<file path="src/rtl/regfile_wb_sequencer.sv">
// Register-file write-port sequencer: merges unbackpressured ALU results with
// FIFO-buffered LSU loads into one registered write per cycle.
module regfile_wb_sequencer #(
    parameter int DEPTH        = 4,
    parameter int STARVE_LIMIT = 8
) (
    input  logic        clk_i,
    input  logic        rst_i,
    input  logic        alu_valid_i,
    input  logic [4:0]  alu_rd_addr_i,
    input  logic [31:0] alu_data_i,
    output logic        alu_stall_o,
    input  logic        lsu_valid_i,
    output logic        lsu_ready_o,
    input  logic [4:0]  lsu_rd_addr_i,
    input  logic [31:0] lsu_data_i,
    input  logic [4:0]  hz_addr_i,
    output logic        hz_pending_o,
    output logic [4:0]  rd_addr_o,
    output logic [31:0] rd_data_o,
    output logic        rd_wren_o,
    output logic        drop_err_o
);

    localparam int AW = (DEPTH > 1) ? $clog2(DEPTH) : 1;
    localparam int CW = AW + 1;
    localparam int SW = $clog2(STARVE_LIMIT + 1);

    typedef enum logic [0:0] {
        ST_NORMAL = 1'b0,
        ST_FORCE  = 1'b1
    } state_e;

    state_e          state_r;
    state_e          state_nxt_s;
    logic            alu_stall_r;
    logic            drop_err_r;
    logic            rd_wren_r;
    logic [4:0]      rd_addr_r;
    logic [31:0]     rd_data_r;
    logic [AW-1:0]   head_r;
    logic [AW-1:0]   tail_r;
    logic [CW-1:0]   count_r;
    logic [CW-1:0]   count_nxt_s;
    logic [SW-1:0]   starve_r;
    logic [SW-1:0]   starve_nxt_s;
    logic [4:0]      fifo_addr_r [DEPTH];
    logic [31:0]     fifo_data_r [DEPTH];

    logic            full_s;
    logic            empty_s;
    logic            push_s;
    logic            pop_s;
    logic            alu_win_s;
    logic            hz_match_s;
    logic [AW-1:0]   hz_off_s;

    // Write-select, occupancy, starvation counter and next-state decisions.
    always_comb begin
        full_s      = (count_r == CW'(DEPTH));
        empty_s     = (count_r == {CW{1'b0}});
        push_s      = lsu_valid_i & ~full_s & (lsu_rd_addr_i != 5'd0);
        alu_win_s   = (state_r == ST_NORMAL) & alu_valid_i & ~alu_stall_r
                      & (alu_rd_addr_i != 5'd0);
        pop_s       = ~alu_win_s & ~empty_s;
        count_nxt_s = count_r;
        case ({push_s, pop_s})
            2'b10:   count_nxt_s = count_r + CW'(1);
            2'b01:   count_nxt_s = count_r - CW'(1);
            default: count_nxt_s = count_r;
        endcase
        starve_nxt_s = starve_r;
        if (pop_s || empty_s) begin
            starve_nxt_s = {SW{1'b0}};
        end else if (alu_win_s) begin
            starve_nxt_s = starve_r + SW'(1);
        end else begin
            starve_nxt_s = starve_r;
        end
        state_nxt_s = state_r;
        case (state_r)
            ST_NORMAL: begin
                if (starve_nxt_s == SW'(STARVE_LIMIT)) begin
                    state_nxt_s = ST_FORCE;
                end else begin
                    state_nxt_s = ST_NORMAL;
                end
            end
            ST_FORCE: begin
                if (count_nxt_s == {CW{1'b0}}) begin
                    state_nxt_s = ST_NORMAL;
                end else begin
                    state_nxt_s = ST_FORCE;
                end
            end
            default: state_nxt_s = ST_NORMAL;
        endcase
    end

    // Hazard lookup: entry validity is its distance from head versus occupancy.
    always_comb begin
        hz_match_s = 1'b0;
        hz_off_s   = {AW{1'b0}};
        for (int i = 0; i < DEPTH; i++) begin
            hz_off_s = AW'(i) - head_r;
            if (({1'b0, hz_off_s} < count_r) && (fifo_addr_r[i] == hz_addr_i)) begin
                hz_match_s = 1'b1;
            end else begin
                hz_match_s = hz_match_s;
            end
        end
    end

    // FIFO storage; contents need no reset since validity comes from count_r.
    always_ff @(posedge clk_i) begin
        if (push_s) begin
            fifo_addr_r[tail_r] <= lsu_rd_addr_i;
            fifo_data_r[tail_r] <= lsu_data_i;
        end
    end

    // Control state, pointers and the registered write port.
    always_ff @(posedge clk_i) begin
        if (rst_i) begin
            state_r     <= ST_NORMAL;
            alu_stall_r <= 1'b0;
            drop_err_r  <= 1'b0;
            rd_wren_r   <= 1'b0;
            rd_addr_r   <= 5'd0;
            rd_data_r   <= 32'd0;
            head_r      <= {AW{1'b0}};
            tail_r      <= {AW{1'b0}};
            count_r     <= {CW{1'b0}};
            starve_r    <= {SW{1'b0}};
        end else begin
            state_r     <= state_nxt_s;
            alu_stall_r <= (state_nxt_s == ST_FORCE);
            count_r     <= count_nxt_s;
            starve_r    <= starve_nxt_s;
            if (alu_valid_i && alu_stall_r) begin
                drop_err_r <= 1'b1;
            end
            if (push_s) begin
                tail_r <= tail_r + AW'(1);
            end
            if (alu_win_s) begin
                rd_wren_r <= 1'b1;
                rd_addr_r <= alu_rd_addr_i;
                rd_data_r <= alu_data_i;
            end else if (pop_s) begin
                rd_wren_r <= 1'b1;
                rd_addr_r <= fifo_addr_r[head_r];
                rd_data_r <= fifo_data_r[head_r];
                head_r    <= head_r + AW'(1);
            end else begin
                rd_wren_r <= 1'b0;
            end
        end
    end

    assign alu_stall_o  = alu_stall_r;
    assign drop_err_o   = drop_err_r;
    assign rd_wren_o    = rd_wren_r;
    assign rd_addr_o    = rd_addr_r;
    assign rd_data_o    = rd_data_r;
    assign lsu_ready_o  = ~full_s;
    assign hz_pending_o = (hz_addr_i != 5'd0)
                          & (hz_match_s | (rd_wren_r & (rd_addr_r == hz_addr_i)));

endmodule

</file>
<file path="config.mk">
export PLATFORM = sky130hd
export DESIGN_NAME = regfile_wb_sequencer
export DESIGN_NICKNAME = d
export VERILOG_FILES = /design/src/rtl/regfile_wb_sequencer.sv
export SDC_FILE = /design/constraint.sdc
export NUM_CORES = 1
export LEC_CHECK = 0
export CORE_MARGIN = 3
export CORE_UTILIZATION = 55
export CTS_BUF_LIST = sky130_fd_sc_hd__clkbuf_4
export CTS_CLUSTER_SIZE = 10
export DETAILED_ROUTE_END_ITERATION = 7
export PLACE_DENSITY_LB_ADDON = 0.05
export SETUP_SLACK_MARGIN = 0.4
export SYNTH_ARGS = -nofsm -noshare
export SYNTH_HDL_FRONTEND = slang
export SYNTH_SLANG_ARGS = --single-unit
</file>
<file path="constraint.sdc">
create_clock -name clk_i -period 3.5 [get_ports clk_i]
set_input_delay 0.7 -clock clk_i [delete_from_list [all_inputs] [get_ports clk_i]]
set_output_delay 0.7 -clock clk_i [all_outputs]
set_load 0.01 [all_outputs]
</file>
==> results of run 1 <==
per-layer routing:
metal / up-vias / GRT usage / share of wire
met4: 0 / 0.0741 / 0.019
met5: - / 0 / 0
met2: 170 / 0.354 / 0.51
met3: 28 / 0.0648 / 0.064
li1: 2269 / - / -
met1: 2442 / 0.269 / 0.41
worst max path at each step:
stage | to | from | slack (ps)
2_1_floorplan | alu_stall_o | alu_rd_addr_i[0] | 530
3_3_place_gp | alu_stall_o | alu_rd_addr_i[0] | 70
3_5_place_dp | alu_stall_o | lsu_rd_addr_i[0] | -70
4_1_cts | hz_pending_o | head_r[0] | 490
5_1_grt | hz_pending_o | head_r[1] | 410
6_report | hz_pending_o | hz_addr_i[1] | 500
Yosys cell counts, types with 2 or more instances:
library cell / instances
or4_1: 3
mux4_2: 37
nor2b_1: 3
o2111ai_1: 2
a2111oi_0: 2
buf_6: 5
buf_2: 7
nor3_1: 3
xor2_1: 14
and2_1: 4
a211oi_1: 2
ha_1: 10
buf_4: 4
clkbuf_1: 11
xnor2_1: 20
nand4_1: 2
mux2_2: 3
a22oi_1: 3
a21oi_1: 8
nand2_1: 6
inv_1: 11
a211oi_2: 32
dfxtp_1: 53
buf_1: 4
nor2_1: 53
edfxtp_1: 148
mux2i_1: 34
state kept, by name, summed over array words and instances (netlist names), named ones only:
| signal | cells |
|---|---|
| fifo_data_r | 128 |
| rd_data_o | 32 |
| fifo_addr_r | 20 |
| rd_addr_o | 5 |
| starve_r | 4 |
| count_r | 3 |
| head_r | 2 |
| tail_r | 2 |
| alu_stall_o | 1 |
| drop_err_o | 1 |
| rd_wren_o | 1 |
critical path: stages:
cell,delay [ps]
clkdlybuf4s50_1,650
xnor2_1,160
nand4_1,110
a2111oi_1,300
nor3_1,100
a21oi_2,140
buf_2,140
placed cells by master (no fill, tap or decap), drive strengths merged, types with 2 or more instances in the layout:
cell | synthesis | final
edfxtp | 148 | 148
clkdlybuf4s50 | 0 | 119
clkbuf | 12 | 81
nor2 | 53 | 53
dfxtp | 53 | 53
mux4 | 37 | 37
mux2i | 34 | 34
a211oi | 34 | 34
xnor2 | 20 | 20
xor2 | 14 | 14
buf | 20 | 14
inv | 11 | 12
clkinv | 0 | 11
ha | 10 | 10
a21oi | 8 | 8
nand2 | 6 | 6
and2 | 4 | 4
nor3 | 4 | 4
or4 | 3 | 3
nor2b | 3 | 3
mux2 | 3 | 3
a22oi | 3 | 3
dlygate4sd2 | 0 | 3
nand4 | 2 | 2
a2111oi | 2 | 2
o21ai | 2 | 2
o2111ai | 2 | 2
cell type report:
type,instances,share of cell area
well taps,184,0.0221
diodes,1,0.000240
repair buffers,136,0.128
multi-input cells,256,0.255
clock inverters,12,0.00444
flip-flops and latches,201,0.529
inverters,11,0.00396
clock buffers,81,0.0583
power breakdown:
part | total, mW | switching, mW | internal (mW) | leakage (nW)
Clock | 1.95 | 0.900 | 1.05 | 0.397
Combinational | 2.23 | 1.07 | 1.16 | 1.48
Sequential | 3.11 | 0.218 | 2.89 | 1.80
repair_timing:
item | in CTS | in global routing
resized for setup | 15 | 6
endpoints found under the setup margin | 1 | 1
pin swaps | 1 | 5
setup buffers | 0 | 1
kinds of logic (layout without fill, tap and decap cells):
| kind of cell | after synthesis | count (layout) |
|---|---|---|
| flip-flops | 201 | 201 |
| adder cells (fa/ha/maj) | 11 | 11 |
| multiplexers | 74 | 74 |
| AND/OR/NAND/NOR | 83 | 83 |
| buffers and inverters | 43 | 240 |
| XOR/XNOR | 34 | 34 |
| AO/OA/AOI/OAI | 54 | 54 |
| other | 0 | 1 |
==> metrics.txt, run 1 <==
DRC violations left=0; Hold Crit Depth=1; first-pass GRT wire length=27000 µm; max-cap violations=0; Post-Syn Area=8310 µm²; Hold Vio Cnt, Final=0; CTS Buffer Depth=3; mux contribution to synthesized area=0.145; adder-cell share of the synthesized area=0.0175; Critical Path Fanout Max=6; FMAX=0.333 GHz; CTS Sinks=201; pwr dens=699 nW/µm²; Rows=44; Simple-Gate Fraction of Synth Area=0.0456; #FFs+latches synth=201; Worst Hold End=starve_r[0]; hold buffer count at CTS=0; H-tree depth=2; Register Area=5510 µm²; Mapped Avg Cell Area=16.6 µm²; initial antenna violation count=1; cells on worst reg2reg path=11; Antenna Nets Post-Route=0; post-synth top area cell=edfxtp_1; Worst-Margin Slew=1060 ps; Die W=129 µm; clk slew on worst S/H paths=60 ps; vias in the first global route=5222; Cells after DPL=787; hpwl dp=10300 µm; fraction of registers with async set or reset after synthesis=0; worst hold start=starve_r[0]; average wire per standard cell=19.5 µm; Final period util=0.858; CTS tree=yes; dominant cells by area after synthesis=edfxtp_1 53%, dfxtp_1 13%, mux4_2 10%; crit path kind=in -> out; startpoint types=input pin; Leak=3.67 nW; xor and xnor area share after synthesis=0.0358; Synth top area share=0.535; slew margin rel.=0.290; Die Height=129 µm; gr ovfl total=0; Reg2Reg Setup Slack=940 ps; core area=14600 µm²; Final Worst Setup Slack=498 ps; fin util=0.712; Main synth FF type=edfxtp_1; layout cells sized above 1=0.267; Req. time, crit path=2800 ps; synthesis-to-layout area growth=25.5%; vias per std cell=5.57; Netlist cell types=43; die area=16600 µm²; initial DRC count=250; Starting Density=0.568; fin nets=751; RSZ-0062 raised after global routing=false; Seq/Total Area, Yosys=0.662; Power, Total=7.29 mW; CP Capture Type=output port; total CTS buffers=51; Root Driver=clkbuf_4; GPL Wtd Cong=0.831; Clock Skew=15.8 ps; clk_lat worst skew=630 ps; outcome=finished, final reports clean; HP Class=reg -> reg; via count=4909; number of flops mapped to enable cells by yosys=148; # port buffers=124; crit path time final=3000 ps; post-synthesis compound-gate area fraction=0.0668; post-route cell area=10400 µm²; pin count of the biggest net entering global routing=76; synth warn=0; setup TNS=0 ps; largest family of logic cells by synthesized area=multiplexers; First-pass DRT Iterations=4; R2R Path End=alu_stall_o; DP Worst Slack=-67.1 ps; CP Data Arrival Time=2300 ps; Mapped Nets=594; Cell Count, Final, Fillers Out=882; filler cell count=1001; Slew Viols, Final=0; Total Routed Length=17200 µm; Cell Area, Placed=9710 µm²; area of the multi-input gates=2660 µm²; Final setup viols=0; Peak supply drop=0.000430 V; RR Startpoint=count_r[2]; I/O Pins=125; post-synthesis cell count=500; total track usage=0.213; hold slack=463 ps
(Power assumes the default switching activity.)
==> run 2, diff against run 1 <==
--- a/config.mk
+++ b/config.mk
@@ -10,6 +10,7 @@
 export CTS_BUF_LIST = sky130_fd_sc_hd__clkbuf_4
 export CTS_CLUSTER_SIZE = 10
 export DETAILED_ROUTE_END_ITERATION = 7
+export GPL_TIMING_DRIVEN = 0
 export PLACE_DENSITY_LB_ADDON = 0.05
 export SETUP_SLACK_MARGIN = 0.4
 export SYNTH_ARGS = -nofsm -noshare
==> constraint.sdc (replaced) <==
create_clock -name clk_i -period 2.88 [get_ports clk_i]
set_input_delay 0.576 -clock clk_i [delete_from_list [all_inputs] [get_ports clk_i]]
set_output_delay 0.576 -clock clk_i [all_outputs]
set_load 0.01 [all_outputs]
==> metrics.txt, run 2 (synthesis gave the netlist of run 1 again) <==
outcome=finished, final reports clean; H-tree depth=2; Peak supply drop=0.000445 V; hold slack=355 ps; HP Class=in -> reg; initial DRC count=354; setup TNS=0 ps; Reg2Reg Setup Slack=370 ps; I/O Pins=125; CTS Buffer Depth=3; Cell Count, Final, Fillers Out=907; Starting Density=0.568; Final Worst Setup Slack=25.6 ps; vias per std cell=5.52; die area=16600 µm²; synthesis-to-layout area growth=27.8%; max-cap violations=0; Rows=44; RSZ-0062 raised after global routing=true; pin count of the biggest net entering global routing=33; via count=5005; Critical Path Fanout Max=5; fin nets=776; slew margin rel.=0.435; average wire per standard cell=19.8 µm; hpwl dp=12000 µm; crit path time final=2850 ps; DRC violations left=0; layout cells sized above 1=0.297; hold buffer count at CTS=0; Antenna Nets Post-Route=0; startpoint types=register; # port buffers=119; Cell Area, Placed=9840 µm²; Final setup viols=0; Leak=3.78 nW; antenna diode count=0; clk_lat worst skew=650 ps; Clock Skew=22.6 ps; Final period util=0.991; total CTS buffers=51; Slew Viols, Final=0; crit path kind=reg -> out; CTS Sinks=201; pwr dens=845 nW/µm²; Total Routed Length=17900 µm; Power, Total=8.98 mW; initial antenna violation count=1; Largest register FFs=128; most flop-heavy register=fifo_data_r; First-pass DRT Iterations=4; first-pass GRT wire length=27800 µm; DP Worst Slack=-726 ps; vias in the first global route=5263; core area=14600 µm²; Die W=129 µm; total track usage=0.220; Worst-Margin Slew=848 ps; Hold Vio Cnt, Final=0; most frequent cells in the layout=148 x edfxtp_1, 110 x clkdlybuf4s50_1, 91 x clkbuf_4, 53 x nor2_1, 50 x dfxtp_1; CP Capture Type=output port; fin util=0.726; post-route cell area=10600 µm²; filler cell count=980; clk slew on worst S/H paths=70 ps; FMAX=0.350 GHz; Root Driver=clkbuf_4; commonest non-fill, non-tap cell in the layout=edfxtp_1; Req. time, crit path=2300 ps; CP Data Arrival Time=2280 ps; GPL Wtd Cong=0.887; CTS tree=yes; Cells after DPL=807; Die Height=129 µm; gr ovfl total=0
-- run 2: cell count changes in the layout (fill, tap and decap cells not counted), moves of 5 or more --
| cell | previous run | this run |
|---|---|---|
| buf_2 | 2 | 8 |
| buf_6 | 0 | 5 |
| clkbuf_1 | 0 | 9 |
| clkbuf_4 | 81 | 91 |
| clkdlybuf4s50_1 | 119 | 110 |
| clkinv_1 | 10 | 2 |
-- run 2: per-layer routing --
metal  up-vias  GRT usage  part of all wire
met5         -          0           0.00045
met2       159      0.359              0.50
met1      2501      0.293              0.42
li1       2317          -                 -
met3        26     0.0523             0.063
met4         2     0.0760             0.018
-- run 2: final cells by class --
class,instances,area [µm²],share of cell area
inverters,11,41.3,0.00389
clock inverters,4,18.8,0.00177
flip-flops and latches,201,5510,0.519
clock buffers,90,676,0.0636
repair buffers,129,1310,0.123
multi-input cells,256,2660,0.250
well taps,184,230,0.0217
plain buffers,32,188,0.0177
-- run 2: worst paths after layout --
kind / depth (start not counted) / endpoint / start
worst max-delay path: 7 / hz_pending_o / head_r[0]
worst max register to register: 11 / alu_stall_o / count_r[0]
worst min register to register: 1 / starve_r[0] / starve_r[0]
worst min-delay path: 1 / fifo_addr_r[2][2] / lsu_rd_addr_i[2]
-- run 2: critical path: stages, from the launching register on --
cell	delay, ps
dfxtp_4	370
xnor2_2	140
ha_1	290
a21oi_2	140
o2111ai_1	110
o31a_1	270
a21oi_2	170
buf_2	150
-- run 2: repair_timing --
item,4_1_cts,5_1_grt
hold endpoints to repair,0,0
pin swaps,10,2
setup buffers,6,0
setup endpoints to repair,5,4
resized for setup,24,6
-- run 2: power breakdown --
group | internal (mW) | switching [mW]
clock network | 1.39 | 1.09
registers | 3.51 | 0.155
logic | 1.44 | 1.40
total | 6.34 | 2.65
==> run 3, diff against run 2 <==
--- a/config.mk
+++ b/config.mk
@@ -5,6 +5,7 @@
 export SDC_FILE = /design/constraint.sdc
 export NUM_CORES = 1
 export LEC_CHECK = 0
+export ABC_AREA = 0
 export CORE_MARGIN = 3
 export CORE_UTILIZATION = 55
 export CTS_BUF_LIST = sky130_fd_sc_hd__clkbuf_4
==> results of run 3 <==
No change in the layout: final DEF, timing and power equal those of run 2.
